[src/rtl/pulpemu_clk_div_bank.sv]
// Multi-channel runtime-programmable clock divider with per-channel enable ticks.
// Optional phase-align input enabled by defining PULPEMU_CLK_DIV_SYNC_EN.
module pulpemu_clk_div_bank #(
  parameter int N_CH        = 4,
  parameter int CNT_W       = 16,
  parameter int DEFAULT_DIV = 256,
  parameter int CH_W        = (N_CH > 1) ? $clog2(N_CH) : 1
) (
  input  logic             clk_i,
  input  logic             rst_i,
  input  logic             cfg_valid_i,
  output logic             cfg_ready_o,
  input  logic [CH_W-1:0]  cfg_ch_i,
  input  logic [CNT_W-1:0] cfg_div_i,
  output logic [N_CH-1:0]  cfg_pending_o,
  input  logic             sync_i,
  output logic [N_CH-1:0]  clk_o,
  output logic [N_CH-1:0]  tick_o
);

  localparam logic [CNT_W-1:0] DIV_RST = CNT_W'(DEFAULT_DIV);
  localparam logic [CNT_W-1:0] ONE     = CNT_W'(1);
  localparam logic [CNT_W-1:0] TWO     = CNT_W'(2);

  logic [CNT_W-1:0] div_q  [N_CH];
  logic [CNT_W-1:0] div_d  [N_CH];
  logic [CNT_W-1:0] cnt_q  [N_CH];
  logic [CNT_W-1:0] cnt_d  [N_CH];
  logic [CNT_W-1:0] pdiv_q [N_CH];
  logic [CNT_W-1:0] pdiv_d [N_CH];
  logic [N_CH-1:0]  pend_q;
  logic [N_CH-1:0]  pend_d;
  logic [N_CH-1:0]  clk_q;
  logic [N_CH-1:0]  clk_d;
  logic [N_CH-1:0]  tick_q;
  logic [N_CH-1:0]  tick_d;
  logic [N_CH-1:0]  bnd;
  logic [N_CH-1:0]  wrap;
  logic             ch_valid;
  logic             sel_pend;
  logic             cfg_fire;
  logic             sync_hit;

`ifdef PULPEMU_CLK_DIV_SYNC_EN
  assign sync_hit = sync_i;
`else
  logic unused_sync;
  assign unused_sync = sync_i;
  assign sync_hit    = 1'b0;
`endif

  // Config handshake: a write transfers in any cycle with cfg_valid_i && cfg_ready_o.
  // Ready drops only while the selected channel already holds an unapplied divisor;
  // out-of-range channels are always ready and the write is discarded.
  assign ch_valid = ({1'b0, cfg_ch_i} < (CH_W + 1)'(N_CH));

  always_comb begin
    sel_pend = 1'b0;
    for (int i = 0; i < N_CH; i++) begin
      if (cfg_ch_i == CH_W'(i)) sel_pend = pend_q[i];
    end
  end

  assign cfg_ready_o = !(ch_valid && sel_pend);
  assign cfg_fire    = cfg_valid_i && cfg_ready_o;

  // A period boundary is the last count of a period; d <= 1 has one every cycle.
  always_comb begin
    bnd  = '0;
    wrap = '0;
    for (int i = 0; i < N_CH; i++) begin
      bnd[i]  = (div_q[i] <= ONE) || (cnt_q[i] == div_q[i] - ONE);
      wrap[i] = bnd[i] || (sync_hit && (div_q[i] != '0));
    end
  end

  always_comb begin
    for (int i = 0; i < N_CH; i++) begin
      cnt_d[i]  = cnt_q[i];
      div_d[i]  = div_q[i];
      pdiv_d[i] = pdiv_q[i];
      pend_d[i] = pend_q[i];
      clk_d[i]  = 1'b0;
      tick_d[i] = 1'b0;

      if (wrap[i]) begin
        cnt_d[i] = '0;
        if (pend_q[i]) begin
          div_d[i]  = pdiv_q[i];
          pend_d[i] = 1'b0;
        end
      end else begin
        cnt_d[i] = cnt_q[i] + ONE;
      end

      // Ready guarantees pend_q is clear here, so this never races the reload clear.
      if (cfg_fire && ch_valid && (cfg_ch_i == CH_W'(i))) begin
        pdiv_d[i] = cfg_div_i;
        pend_d[i] = 1'b1;
      end

      if (div_d[i] >= TWO) begin
        clk_d[i]  = (cnt_d[i] >= (div_d[i] >> 1));
        tick_d[i] = (cnt_d[i] == div_d[i] - ONE);
      end else if (div_d[i] == ONE) begin
        tick_d[i] = 1'b1;
      end
    end
  end

  always_ff @(posedge clk_i or posedge rst_i) begin
    if (rst_i) begin
      for (int i = 0; i < N_CH; i++) begin
        cnt_q[i]  <= '0;
        div_q[i]  <= DIV_RST;
        pdiv_q[i] <= '0;
      end
      pend_q <= '0;
      clk_q  <= '0;
      tick_q <= '0;
    end else begin
      for (int i = 0; i < N_CH; i++) begin
        cnt_q[i]  <= cnt_d[i];
        div_q[i]  <= div_d[i];
        pdiv_q[i] <= pdiv_d[i];
      end
      pend_q <= pend_d;
      clk_q  <= clk_d;
      tick_q <= tick_d;
    end
  end

  assign cfg_pending_o = pend_q;
  assign clk_o         = clk_q;
  assign tick_o        = tick_q;

endmodule

[config.mk]
export PLATFORM = sky130hd
export DESIGN_NAME = pulpemu_clk_div_bank
export DESIGN_NICKNAME = d
export VERILOG_FILES = /design/src/rtl/pulpemu_clk_div_bank.sv
export SDC_FILE = /design/constraint.sdc
export NUM_CORES = 1
export LEC_CHECK = 0
export BUFFER_PORTS_ARGS = -buffer_cell sky130_fd_sc_hd__buf_2
export CAP_MARGIN = 20
export CORE_UTILIZATION = 45
export CTS_CLUSTER_DIAMETER = 150
export DETAILED_ROUTE_END_ITERATION = 10
export HOLD_SLACK_MARGIN = 0.15
export PLACE_DENSITY = 0.59
export SLEW_MARGIN = 30
export SYNTH_ARGS = -nofsm -noshare
export SYNTH_HDL_FRONTEND = slang
export SYNTH_SLANG_ARGS = --single-unit
[constraint.sdc]
create_clock -name clk_i -period 6.4 [get_ports clk_i]
set_clock_uncertainty 0.1 [all_clocks]
set_input_delay 1.28 -clock clk_i [delete_from_list [all_inputs] [get_ports clk_i]]
set_output_delay 1.28 -clock clk_i [all_outputs]
set_load 0.03 [all_outputs]
Yosys cells after proc, flatten, opt, wreduce, memory -nomap -nowiden
Index checks and enable logic that the tools add are counted.

Register bits: 204. Input bits: 22. Logic and storage cells: 108.

$add $sub $neg: 12. Magnitude comparators: 12. Equal/unequal tests: 15. Mux-type cells: 36. Reductions and logical operators: 15.

Operators with widths (number): two-way mux 16 bit (12); equality test 16 bit (8); subtractor 16 x 1 -> 16 bit, second input constant (8); adder 16 x 1 -> 16 bit, second input constant (4); equality test 16 x 1 -> 1 bit, second input constant (4); greater-or-equal comparator 16 x 15 -> 1 bit (4); greater-or-equal comparator 16 x 2 -> 1 bit, second input constant (4); <= comparator 16 x 1 -> 1 bit, second input constant (4); two-way mux 1 bit (24); nonzero test 2 bit (4); logical AND 1 bit (5); equality test 2 bit, second input constant (2); logical OR 1 bit (4); equality test 2 x 1 -> 1 bit, second input constant (1); zero test 2 bit (1); zero test 1 bit (1).

Longest topological paths before layout
Word-level depth: 9. Gate-level depth with buffers: 28.

Worst setup path after synthesis
OpenSTA, ideal clock, no wires.

Path type: register to register. From: register div_q[0] (netlist bit). To: register clk_q[3], in the netlist clk_o[3]. Library setup time: 0.133 ns. Arrival time: 5.629 ns. Data required time: 6.167 ns. Setup slack: 0.538 ns. Cell stages (with the launch flop): 27. Clock period less this slack: 5.862 ns. Path through: dfrtp_1 > inv_1 > ha_1 > clkbuf_2 > nor3b_1 > a21oi_1 > or4bb_1 > nor4_2 > o2111ai_2 > a21oi_4 > clkbuf_1 > nor2_1 > a21oi_1 > inv_1 > ha_1 > nand2b_1 > a21o_1 > a21o_1 > a21o_1 > a21o_1 > a21o_1 > a21o_1 > a21o_1 > a21oi_1 > o221ai_1 > a2111oi_0 > nor2_1.

RTL lines: start: declaration (RTL line 25) `logic [CNT_W-1:0] div_q [N_CH];`; start signal: indexed assignment (RTL line 124) `div_q[i] <= div_d[i];`; end signal: assignment (RTL line 128) `clk_q <= clk_d;`; end: declaration (RTL line 33) `logic [N_CH-1:0] clk_q;`.

==> flow_summary_export.csv <==
group,metric,value,unit
synth,async_flop_share,100,%
cells_and_area,drive_gt1_share,14.0,%
synth,synth.net_count,1897,
floorplanning,dieArea,0.0360,mm2
synth,synth_cell_types,105,
synth,yosysTopAreaCell,"dfrtp_1",
floorplanning,fp.dieH,190,um
place,io_buffers,33,
detailed_routing,remaining_drc_errors,0,
global_route,antenna_found_initial,2,
synth,yosys.area_share.simple,21.2,%
detailed_routing,wl_met2,20900,um
worst_setup_path,crit_path_max_incr_delay,0.68,ns
detailed_routing,wl_met3,2570,um
synth,synth_top_family_by_area,"simple AND/OR/NAND/NOR gates",
global_route,overflow,0,
timing,final_max_slew_viol_count,0,
worst_setup_path,path_class,"flip-flop to flip-flop",
job,max-cap-violations,0,
global_route,grt_pass1_wl,74100,um
clock_network,clockBufferDepth,3,
cells_and_area,n_antenna_cell,0,
synth,synth_mux_area_share,9.78,%
worst_setup_path,worstSetupEndpointType,"flip-flop",
global_route,grt_max_degree,103,
detailed_routing,routed_wl,45900,um
synth,yosys-top-cells-area,"dfrtp_1 (32%), ha_1 (6.6%), mux2_2 (5.8%)",
worst_setup_path,critPathRequiredTime,6.71,ns
clock_network,path_clk_slew,0.06,ns
pwr,powerDensity,515,mW/mm2
clock_network,post-cts-setup-buffers,0,
synth,synth_edf_count,0,
synth,ys_ff_latch,204,
clock_network,clk_latency,0.55,ns
place,dpl.hpwl,34800,um
place,gp_congestion,0.925,
synth,synth_top_area_share,31.6,%
timing,finalSetupViolations,0,
clock_network,htree_levels,1,
synth,synthAdderAreaFrac,6.63,%
floorplanning,core,0.0346,mm2
cells_and_area,final_util,50.6,%
pwr,peakVddDrop,236,uV
synth,synth_compound_area_share,16.1,%
detailed_routing,ant_nets,0,
timing,max_freq,0.166,GHz
worst_setup_path,crit_path_frequent_cell,"a21o_1",
synth,ys_warn_count,0,
pwr,finalPower,0.00903,W
timing,worst_slew_pin_slew,0.892,ns
worst_setup_path,critPathSlowestCell,"or4_1",
timing,min_period_over_period,94.0,%
worst_setup_path,path_cells,"or4_1 > or3_4 > a211o_1 > a32o_1 > o41a_4 > nor2_4 > nor2_1 > a21oi_1 > inv_1 > ha_1 > nand2b_1 > a21o_1 > a21o_1 > a21o_1 > a21o_1 > a21o_1 > a21o_1 > a21o_1 > a21oi_1 > o221ai_1 > a2111oi_1 > nor3_1",
timing,finalSetupTns,0,ns
synth,avgSynthCellArea,8.85,um2
clock_network,root_buffer,"clkbuf_16",
detailed_routing,drt_iter0_drc,1045,
floorplanning,io-pin-count,35,
timing,period_minus_slack,6.02,ns
timing,finalWorstSetupSlack,0.384,ns
detailed_routing,dr.pass1.iters,5,
clock_network,cts_buffers,25,
detailed_routing,vias_per_cell,6.01,
worst_setup_path,cp-start-kind,"flip-flop",
timing,slew_headroom,40.5,%
cells_and_area,area_delta_synth_final,10.6,%
place,place_ws,0.404,ns
worst_setup_path,crit_fanout,6,
cells_and_area,nNetsFinal,1918,
synth,synthXorXnorAreaFrac,9.15,%
timing,rsz0062_at_grt,"false",
worst_hold_path,hold_class,"flip-flop to flip-flop",
detailed_routing,met1_length,21200,um
global_route,first_global_vias,13368,
synth,synth_seq_area_share,32.2,%
worst_setup_path,critPathBufInv,1,
floorplanning,num_rows,68,
synth,syn-instance-count,1791,
worst_setup_path,crit_family,"compound AO/OA/AOI/OAI gates",
clock_network,cts_tree,"yes",
run_status,outcome,"finished, final reports clean",
worst_setup_path,crit_arrival,6.32,ns
floorplanning,initial_utilization,45.8,%
detailed_routing,top_layer_used,"met5",
detailed_routing,wl_per_cell,20.1,um
detailed_routing,vias,13733,
synth,synth_ff_type,"dfrtp_1",
global_route,grtUsageTotal,25.8,%
timing,hold_viol_final,0,
floorplanning,die_w,190,um
synth,synth_area,0.0159,mm2
pwr,p_leak,7.76,nW
clock_network,cts_sinks,204,
## worst register-to-register path, delay by kind of cell (launching register included)
kind                     cells  cell delay (ns)
buffers and inverters        1             0.12
AND/OR/NAND/NOR              6             1.59
adder cells (fa/ha/maj)      1             0.29
flip-flops                   1             0.45
AO/OA/AOI/OAI               14             3.33
## synth_stat cells (32+ instances only)
master and number:
dfrtp_1 200, nor2_1 152, nand2_1 113, inv_1 112
xnor2_1 98, ha_1 84, mux2_2 81, a21oi_1 77
xor2_1 65, nor3_1 64, clkbuf_1 63, mux2i_1 60
nand3_1 54, o21ai_0 53, nor4_1 34, a21o_1 32
## path summary, 6_finish.rpt
path / from / to / slack, ns / cells after the start
worst max-delay path: div_q[17]$_DFF_PP0_ / clk_o[2]$_DFF_PP0_ / 0.38 / 22
worst min-delay path: pdiv_q[28]$_DFFE_PP0P_ / pdiv_q[28]$_DFFE_PP0P_ / 0.44 / 1
worst max register to register: div_q[17]$_DFF_PP0_ / clk_o[2]$_DFF_PP0_ / 0.38 / 22
worst min register to register: pdiv_q[28]$_DFFE_PP0P_ / pdiv_q[28]$_DFFE_PP0P_ / 0.44 / 1
max in group asynchronous: rst_i / cnt_q[49]$_DFF_PP0_ / 4.26 / 4
min in group asynchronous: rst_i / pdiv_q[13]$_DFFE_PP0P_ / 0.64 / 2
## stage by stage
stage / instances / area, um2 / hold WS, ns
global placement: 2238 / 16600 / 0.419
detailed placement: 2240 / 16700 / 0.427
floorplan: 1791 / 15900 / 0.389
finish: 2286 / 17500 / 0.437
global route: 2286 / 17500 / 0.463
CTS: 2286 / 17500 / 0.442
## area by class of cell
cell class                 count  area (um2)
clock inverter                14         199
inverter                     116         439
multi-input combinational   1390       10100
timing repair buffer          75         505
sequential                   204        5110
fill                        3220       17100
tap                          455         569
clock buffer                  32         662
## cells by family after synthesis
family,count (synthesis)
adder cells (fa/ha/maj),84
flip-flops,204
multiplexers,143
XOR/XNOR,164
buffers and inverters,197
AND/OR/NAND/NOR,639
AO/OA/AOI/OAI,360
## what timing repair did
item	4_1_cts	5_1_grt
resized for setup	0	1
endpoints found under the setup margin	0	1
hold endpoints to repair	0	0
hold buffers	0	0
## cell usage in the layout (no fill, tap or decap), types with 53 or more instances in the layout
| master | instances |
|---|---|
| ha_1 | 84 |
| mux2i_1 | 60 |
| xnor2_1 | 98 |
| nand2_1 | 113 |
| mux2_2 | 81 |
| nor3_1 | 62 |
| a21oi_1 | 77 |
| nor2_1 | 152 |
| nand3_1 | 54 |
| xor2_1 | 65 |
| o21ai_0 | 53 |
| dfrtp_1 | 200 |
| inv_1 | 111 |
## per-layer routing
| layer | vias to the layer above | global-route usage, % |
|---|---|---|
| li1 | 6547 | - |
| met1 | 6690 | 36.5 |
| met2 | 406 | 41.1 |
| met3 | 86 | 2.88 |
| met4 | 4 | 7.91 |
| met5 | - | 0 |
## registers in the layout (all words and copies together), names as in the netlist
register,flops
pdiv_q,64
tick_o,4
cfg_pending_o,4
clk_o,4
div_q,64
cnt_q,64
## where the power goes
part	leakage (nW)	internal, W	total [W]	switching [W]
clock network	0.417	0.000900	0.00150	0.000602
registers	2.58	0.00178	0.00262	0.000841
logic	4.76	0.00216	0.00491	0.00274
total	7.76	0.00484	0.00903	0.00419
Note: power is estimated with default switching activity, not from simulation.
